**src/rtl/regfile_write_arbiter_if.sv**
```systemverilog
// rtl/regfile_write_arbiter_if.sv - writeback sources and register-file write port bundle
interface regfile_write_arbiter_if #(
    parameter int ADDR_W = 5,
    parameter int DATA_W = 32
);
    logic              a_valid;
    logic              a_ready;
    logic [ADDR_W-1:0] a_reg;
    logic [DATA_W-1:0] a_data;
    logic              b_valid;
    logic              b_ready;
    logic [ADDR_W-1:0] b_reg;
    logic [DATA_W-1:0] b_data;
    logic              rf_reg_write;
    logic [ADDR_W-1:0] rf_write_reg;
    logic [DATA_W-1:0] rf_write_data;
    logic              init_done;

    modport master (
        output a_valid, a_reg, a_data, b_valid, b_reg, b_data,
        input  a_ready, b_ready, rf_reg_write, rf_write_reg, rf_write_data, init_done
    );

    modport slave (
        input  a_valid, a_reg, a_data, b_valid, b_reg, b_data,
        output a_ready, b_ready, rf_reg_write, rf_write_reg, rf_write_data, init_done
    );
endinterface

```
**src/rtl/regfile_write_arbiter.sv**
```systemverilog
// rtl/regfile_write_arbiter.sv - zero-fills the register file, then arbitrates A/B writebacks
module regfile_write_arbiter #(
    parameter int NUM_REGS = 32,
    parameter int ADDR_W   = 5,
    parameter int DATA_W   = 32,
    parameter int MAX_WAIT = 4
) (
    input  logic clk,
    input  logic rst,
    regfile_write_arbiter_if.slave bus
);
    typedef enum logic {INIT, RUN} state_t;

    localparam logic [ADDR_W-1:0] LAST_REG = ADDR_W'(NUM_REGS - 1);
    localparam logic [3:0]        WAIT_MAX = 4'(MAX_WAIT);

    state_t            state;
    logic [ADDR_W-1:0] init_cnt;
    logic [3:0]        wait_cnt;
    logic              in_run;
    logic              starved;
    logic              b_pri;
    logic              grant_b;
    logic              a_xfer;
    logic              b_xfer;

    // B is allowed onto the port whenever A is idle or B has waited long enough.
    always_comb begin
        in_run  = (state == RUN);
        starved = (wait_cnt == WAIT_MAX);
        b_pri   = ~bus.a_valid | starved;
        grant_b = bus.b_valid & b_pri;
        a_xfer  = in_run & bus.a_valid & ~grant_b;
        b_xfer  = in_run & grant_b;
    end

    assign bus.a_ready = in_run & ~grant_b;
    assign bus.b_ready = in_run & b_pri;

    always_ff @(posedge clk or posedge rst) begin
        if (rst) begin
            state             <= INIT;
            init_cnt          <= ADDR_W'(1);
            wait_cnt          <= '0;
            bus.rf_reg_write  <= 1'b0;
            bus.rf_write_reg  <= '0;
            bus.rf_write_data <= '0;
            bus.init_done     <= 1'b0;
        end else begin
            case (state)
                INIT: begin
                    bus.rf_reg_write  <= 1'b1;
                    bus.rf_write_reg  <= init_cnt;
                    bus.rf_write_data <= '0;
                    init_cnt          <= init_cnt + 1'b1;
                    if (init_cnt == LAST_REG) begin
                        bus.init_done <= 1'b1;
                        state         <= RUN;
                    end
                end
                RUN: begin
                    // r0 writes complete the handshake but never raise the enable.
                    if (a_xfer) begin
                        bus.rf_reg_write  <= (bus.a_reg != '0);
                        bus.rf_write_reg  <= bus.a_reg;
                        bus.rf_write_data <= bus.a_data;
                    end else if (b_xfer) begin
                        bus.rf_reg_write  <= (bus.b_reg != '0);
                        bus.rf_write_reg  <= bus.b_reg;
                        bus.rf_write_data <= bus.b_data;
                    end else begin
                        bus.rf_reg_write  <= 1'b0;
                    end

                    if (!bus.b_valid || b_xfer) begin
                        wait_cnt <= '0;
                    end else if (!starved) begin
                        wait_cnt <= wait_cnt + 1'b1;
                    end
                end
                default: state <= INIT;
            endcase
        end
    end
endmodule

```
**src/flat_wrapper.sv**
```systemverilog
// flat-port wrapper written by rule: the top's interface ports become plain ports
module regfile_write_arbiter_flat 
#(
    parameter int NUM_REGS = 32,
    parameter int ADDR_W   = 5,
    parameter int DATA_W   = 32,
    parameter int MAX_WAIT = 4
)
  (clk, rst, bus_a_valid, bus_a_reg, bus_a_data, bus_b_valid, bus_b_reg, bus_b_data, bus_a_ready, bus_b_ready, bus_rf_reg_write, bus_rf_write_reg, bus_rf_write_data, bus_init_done);
  regfile_write_arbiter_if #(.ADDR_W(ADDR_W), .DATA_W(DATA_W)) bus_i ();
  input  logic clk;
  input  logic rst;
  input wire logic [$bits(bus_i.a_valid)-1:0] bus_a_valid;
  input wire logic [$bits(bus_i.a_reg)-1:0] bus_a_reg;
  input wire logic [$bits(bus_i.a_data)-1:0] bus_a_data;
  input wire logic [$bits(bus_i.b_valid)-1:0] bus_b_valid;
  input wire logic [$bits(bus_i.b_reg)-1:0] bus_b_reg;
  input wire logic [$bits(bus_i.b_data)-1:0] bus_b_data;
  output wire logic [$bits(bus_i.a_ready)-1:0] bus_a_ready;
  output wire logic [$bits(bus_i.b_ready)-1:0] bus_b_ready;
  output wire logic [$bits(bus_i.rf_reg_write)-1:0] bus_rf_reg_write;
  output wire logic [$bits(bus_i.rf_write_reg)-1:0] bus_rf_write_reg;
  output wire logic [$bits(bus_i.rf_write_data)-1:0] bus_rf_write_data;
  output wire logic [$bits(bus_i.init_done)-1:0] bus_init_done;
  assign bus_i.a_valid = bus_a_valid;
  assign bus_i.a_reg = bus_a_reg;
  assign bus_i.a_data = bus_a_data;
  assign bus_i.b_valid = bus_b_valid;
  assign bus_i.b_reg = bus_b_reg;
  assign bus_i.b_data = bus_b_data;
  assign bus_a_ready = bus_i.a_ready;
  assign bus_b_ready = bus_i.b_ready;
  assign bus_rf_reg_write = bus_i.rf_reg_write;
  assign bus_rf_write_reg = bus_i.rf_write_reg;
  assign bus_rf_write_data = bus_i.rf_write_data;
  assign bus_init_done = bus_i.init_done;
  regfile_write_arbiter #(.NUM_REGS(NUM_REGS), .ADDR_W(ADDR_W), .DATA_W(DATA_W), .MAX_WAIT(MAX_WAIT)) u_core (.clk(clk), .rst(rst), .bus(bus_i));
endmodule
```
**config.mk**
```make
export PLATFORM = sky130hd
export DESIGN_NAME = regfile_write_arbiter_flat
export DESIGN_NICKNAME = d
export VERILOG_FILES = /design/src/rtl/regfile_write_arbiter_if.sv /design/src/rtl/regfile_write_arbiter.sv /design/src/flat_wrapper.sv
export SDC_FILE = /design/constraint.sdc
export NUM_CORES = 1
export LEC_CHECK = 0
export ABC_AREA = 1
export BUFFER_PORTS_ARGS = -buffer_cell sky130_fd_sc_hd__buf_2
export CAP_MARGIN = 15
export CORE_UTILIZATION = 47
export CTS_CLUSTER_DIAMETER = 80
export DETAILED_ROUTE_END_ITERATION = 8
export MAX_ROUTING_LAYER = met4
export PLACE_DENSITY = 0.87
export SYNTH_ARGS = -nofsm -noshare
export SYNTH_HDL_FRONTEND = slang
export SYNTH_SLANG_ARGS = --single-unit
export TNS_END_PERCENT = 100
```
**constraint.sdc**
```tcl
create_clock -name clk -period 2 [get_ports clk]
set_clock_uncertainty 0.05 [all_clocks]
set_input_delay 0.1 -clock clk [delete_from_list [all_inputs] [get_ports clk]]
set_output_delay 0.1 -clock clk [all_outputs]
set_load 0.01 [all_outputs]
```
# ---- Word-level counts from Yosys, hierarchy flattened
# Cells that the tools add are included.
dict set report classes {
  n_eq_ne 4
  magnitude_cmp 0
  bitwise_logic 10
  reduce_logical 6
  n_mul 0
  div 0
  shifts 0
  add_sub_neg 2
  mux 13
}
# cell n
set ops {}
lappend ops {{2-to-1 mux 32 bit} 2}
lappend ops {{case mux 32 bit (2 select lines)} 1}
lappend ops {{2-to-1 mux 5 bit} 2}
lappend ops {{case mux 5 bit (2 select lines)} 1}
lappend ops {{nonzero test 5 bit} 2}
lappend ops {{2-to-1 mux 4 bit} 2}
lappend ops {{bitwise AND 1 bit} 6}
lappend ops {{adder 5 x 1 -> 5 bit, second input constant} 1}
lappend ops {{== test 5 bit, second input constant} 1}
lappend ops {{adder 4 x 1 -> 4 bit, second input constant} 1}
lappend ops {{== test 4 x 3 -> 1 bit, second input constant} 1}
lappend ops {{2-to-1 mux 1 bit} 4}
lappend ops {{AND reduction 2 bit} 2}
lappend ops {{inequality test 3 bit, second input constant} 1}
lappend ops {{inverter 1 bit} 3}
lappend ops {{inequality test 2 bit, second input constant} 1}
lappend ops {{case mux 1 bit (2 select lines)} 1}
lappend ops {{logical NOT 1 bit} 1}
lappend ops {{logical OR 1 bit} 1}
lappend ops {{OR 1 bit} 1}
dict set report totals {
  ramBits 0
  output_inout_bits 41
  regBits 49
  rom_bits 0
  latch_bits 0
  memories 0
}

# ---- Depth between registers and ports, before layout
dict set report logic_depth {
  word_depth 7
  depth_mapped 11
  depth_no_buf 10
}

# ---- Least setup slack after synthesis
# No wires, ideal clock.
dict set report synth_timing {
  kind {register to register}
  startpoint {register u_core.wait_cnt[0]}
  endpoint {register u_core.bus.rf_write_data[0]}
  stages_incl_launch_ff 10
  setup_slack_ns 0.544
  period_less_slack_ns 1.456
  arrival_time_ns 1.274
  setup_time_ns 0.132
  cell_sequence {dfrtp_1 > inv_1 > ha_1 > nand3_1 > nand2_1 > nand2_4 > nand2_4 > buf_4 > o21ai_1 > o21ai_1}
}
dict set report synth_between {
  elab_chain_cells 7
  word_cells_on_any_way 9
  classes_between {eq/ne: 2; mux: 2; bitwise: 5}
}
# element line_no
set synth_rtl {}
lappend synth_rtl {{start, declared} regfile_write_arbiter.sv:19} ;# logic [3:0] wait_cnt;
lappend synth_rtl {{start signal, assigned} regfile_write_arbiter.sv:78} ;# wait_cnt <= wait_cnt + 1'b1;
lappend synth_rtl {{== test 4 x 3 -> 1 bit *} regfile_write_arbiter.sv:30} ;# starved = (wait_cnt == WAIT_MAX);
lappend synth_rtl {{OR 1 bit *} regfile_write_arbiter.sv:31} ;# b_pri = ~bus.a_valid | starved;
lappend synth_rtl {{bitwise AND 1 bit *} regfile_write_arbiter.sv:32} ;# grant_b = bus.b_valid & b_pri;
lappend synth_rtl {{inverter 1 bit} regfile_write_arbiter.sv:33} ;# a_xfer = in_run & bus.a_valid & ~grant_b;
lappend synth_rtl {{bitwise AND 1 bit} regfile_write_arbiter.sv:33}
lappend synth_rtl {{2-to-1 mux 32 bit} regfile_write_arbiter.sv:63} ;# if (a_xfer) begin
lappend synth_rtl {{case mux 32 bit (2 select lines)} regfile_write_arbiter.sv:50} ;# case (state)
lappend synth_rtl {{end signal, assigned} regfile_write_arbiter.sv:66} ;# bus.rf_write_data <= bus.a_data;
lappend synth_rtl {{end signal, assigned} regfile_write_arbiter.sv:70} ;# bus.rf_write_data <= bus.b_data;
lappend synth_rtl {{end, declared} regfile_write_arbiter_if.sv:26} ;# output a_ready, b_ready, rf_reg_write, rf_write_reg, rf_write_data, init_done
# Mark *: on every way between the ends. The rest lies on a longest branch, timed or not.
# A chain may end at the register's enable or synchronous reset.

# ---- Final worst setup path
dict set report layout_timing {
  startpoint {register u_core.wait_cnt[0]}
  endpoint {register u_core.bus.rf_write_data[2]}
}
# Same word-level chain as after synthesis.

==> results.json <==
{
  "maxCapViolations": 0,
  "avgSynthCellArea_um2": 7.816,
  "syn-cell-area_um2": 2564,
  "drive_gt1_share_pct": 31.31,
  "drt_drc_violations_left": 0,
  "instances_no_fill": 514,
  "h-tree-depth": 2,
  "path_cells": "inv_1 -> ha_1 -> nand3_1 -> nand2_1 -> nand2_4 -> nand2_4 -> buf_4 -> nand2_1 -> o21ai_1 -> o21ai_1",
  "cp_max_fo": 32,
  "clockBufferDepth": 2,
  "routed_wl_um": 6295,
  "final_cell_mix": "118 x buf_2, 85 x nand2_1, 66 x o21ai_1",
  "hp-class": "in2reg",
  "dr_total_vias": 2493,
  "power_density_nw_per_um2": 706.9,
  "dieHeight_um": 75.86,
  "nFillCells": 451,
  "crit_buf_inv": 2,
  "worstSkewPairLatency_ns": 0.30,
  "largest_reg_flops": 32,
  "die_x_um": 75.86,
  "clock.fmax_mhz": 548.7,
  "drtPass1Iterations": 5,
  "finalCriticalPeriod_ns": 1.823,
  "grt_pass1_wl_um": 9397,
  "synth_top_cells_by_area": "dfrtp_1 47%, o21ai_1 13%, nand2_1 12%",
  "gp_congestion": 0.8347,
  "crit_required_ns": 2.13,
  "num_antenna_cells": 0,
  "critical-path-top-delay-family": "simple AND/OR/NAND/NOR gates",
  "cts_sinks": 49,
  "numCtsBuffers": 5,
  "slowest_stage": "dfrtp_1",
  "tns_ns": 0,
  "synth_nets": 410,
  "dp_hpwl_um": 4696,
  "ir_drop_mv": 0.3426,
  "ioPinCount": 119,
  "grt_max_degree": 50,
  "fin_crit_sh_pct": 91.13,
  "crit_arrival_ns": 1.95,
  "core_um2": 5172,
  "start_util_pct": 49.56,
  "rsz0062_at_grt": "false",
  "r2r_slack_ns": 0.18,
  "synth-seq-cells": 49,
  "max-slew-margin-rel_pct": 59.55,
  "yosysTopAreaCell": "dfrtp_1",
  "die_area_um2": 5754,
  "worstSetupStartpointType": "flop",
  "status": "finished clean",
  "synthDistinctLibCells": 30,
  "leakagePower_nw": 1.810,
  "area_growth_syn_to_layout_pct": 28.36,
  "ant_nets": 0,
  "cts_tree": "yes",
  "register_area_um2": 1227,
  "setup-violations-final": 0,
  "worstSetupPathType": "reg2reg",
  "final_net_count": 525,
  "via_per_inst": 4.850,
  "wire_per_inst_um": 12.25,
  "slowest_delay_ns": 0.44,
  "clk_pin_slew_worst_paths_ns": 0.09,
  "dp_cells": 505,
  "pre_cts_slack_ns": 0.1894,
  "netlist_instances": 328,
  "synth_top_cell_area_share_pct": 46.85,
  "ys_seq_area_share_pct": 47.88,
  "drv_slew": 0,
  "worst_setup_path_end_kind": "flop",
  "async_flop_share_pct": 100.0,
  "antenna_found_initial": 0,
  "grt_usage_pct": 22.35,
  "finalHoldViolations": 0,
  "drtIter0Drc": 121,
  "synth_edf_count": 0,
  "ys.flop_type": "dfrtp_1",
  "numPortBuffers": 118,
  "first_global_vias": 2269,
  "yosysWarnings": 0,
  "rows": 26,
  "multi_input_comb_area_um2": 982.2,
  "layout_commonest_cell": "buf_2",
  "worstMarginPinSlew_ns": 0.6067,
  "layout_setup_ws_ns": 0.1774,
  "root_buffer": "clkbuf_8",
  "overflow": 0
}
power breakdown:
| group | switching, mW | leakage [nW] | internal, mW |
|---|---|---|---|
| Combinational | 0.268 | 1.17 | 0.201 |
| Clock | 0.321 | 0.0585 | 0.408 |
| Sequential | 0.0494 | 0.581 | 1.08 |
| Total | 0.639 | 1.81 | 1.69 |
worst reg2reg max path, delay by kind of cell, from the launching register on:
kind,cells,cell delay [ns]
compound gates,2,0.23
buf+inv,2,0.37
fa+ha+maj,1,0.15
simple gates,5,0.47
flops,1,0.44
Yosys cell counts, types with 2 or more instances:
library cell,n
dfrtp_1,48
nand2_4,2
a21oi_1,6
clkbuf_1,3
nand4_1,2
nand2_1,85
nand3_1,12
buf_4,3
o21ai_0,5
buf_6,7
nor2_1,7
inv_1,57
o21ai_1,66
buf_2,3
inv_2,2
xor2_1,3
ha_1,4
metrics by stage:
stage,cell area [µm²],total power [mW],hold WS [ns],utilization (%)
floorplan,2564,1.404,0.2305,-
global placement,3164,1.596,0.2413,61.18
detailed placement,3164,1.618,0.2435,61.18
CTS,3291,2.348,0.01668,63.62
global route,3291,2.454,0.02020,63.62
finish,3291,2.326,0.02578,63.62
timing repair:
item                                    4_1_cts  5_1_grt
setup buffers                                 0        0
resized for setup                             0        0
endpoints found under the hold margin        48        0
endpoints found under the setup margin        0        0
hold buffers                                  1        0
worst paths after layout:
| check | from | to | cells after the start |
|---|---|---|---|
| setup / recovery | u_core.wait_cnt[0]$_DFFE_PP0P_ | u_core.bus.rf_write_data[2]$_DFFE_PP0P_ | 10 |
| hold / removal | bus_a_data[7] | u_core.bus.rf_write_data[7]$_DFFE_PP0P_ | 3 |
| setup reg to reg | u_core.wait_cnt[0]$_DFFE_PP0P_ | u_core.bus.rf_write_data[2]$_DFFE_PP0P_ | 10 |
| hold reg to reg | u_core.bus.rf_write_data[19]$_DFFE_PP0P_ | u_core.bus.rf_write_data[19]$_DFFE_PP0P_ | 2 |
| max in group asynchronous | rst | u_core.bus.rf_write_data[17]$_DFFE_PP0P_ | 4 |
| min in group asynchronous | rst | u_core.bus.rf_write_data[0]$_DFFE_PP0P_ | 4 |
cell families after synthesis:
| group | after synthesis | share of synthesized area (%) |
|---|---|---|
| buf+inv | 76 | 13.81 |
| fa+ha+maj | 4 | 1.952 |
| simple gates | 112 | 18.11 |
| compound gates | 82 | 16.50 |
| xor+xnor | 4 | 1.367 |
| mux | 1 | 0.3904 |
| flops | 49 | 47.88 |
layer usage:
layer  up-vias  wire length (µm)  global-route usage, %
met2        90              3179                  40.31
met1      1141              2704                  24.74
li1       1256                 -                      -
met5         -                 0                      -
met3         6               373                  4.497
met4         0                38                  6.790
final cells by class:
cell class	instances	share of cell area, %
Tap cell	70	2.662
Timing Repair Buffer	124	19.77
Clock inverter	1	0.9125
Sequential cell	49	37.30
Inverter	60	6.882
Multi-Input combinational cell	203	29.85
Clock buffer	7	2.624
Note: power is estimated with default switching activity, not from simulation.
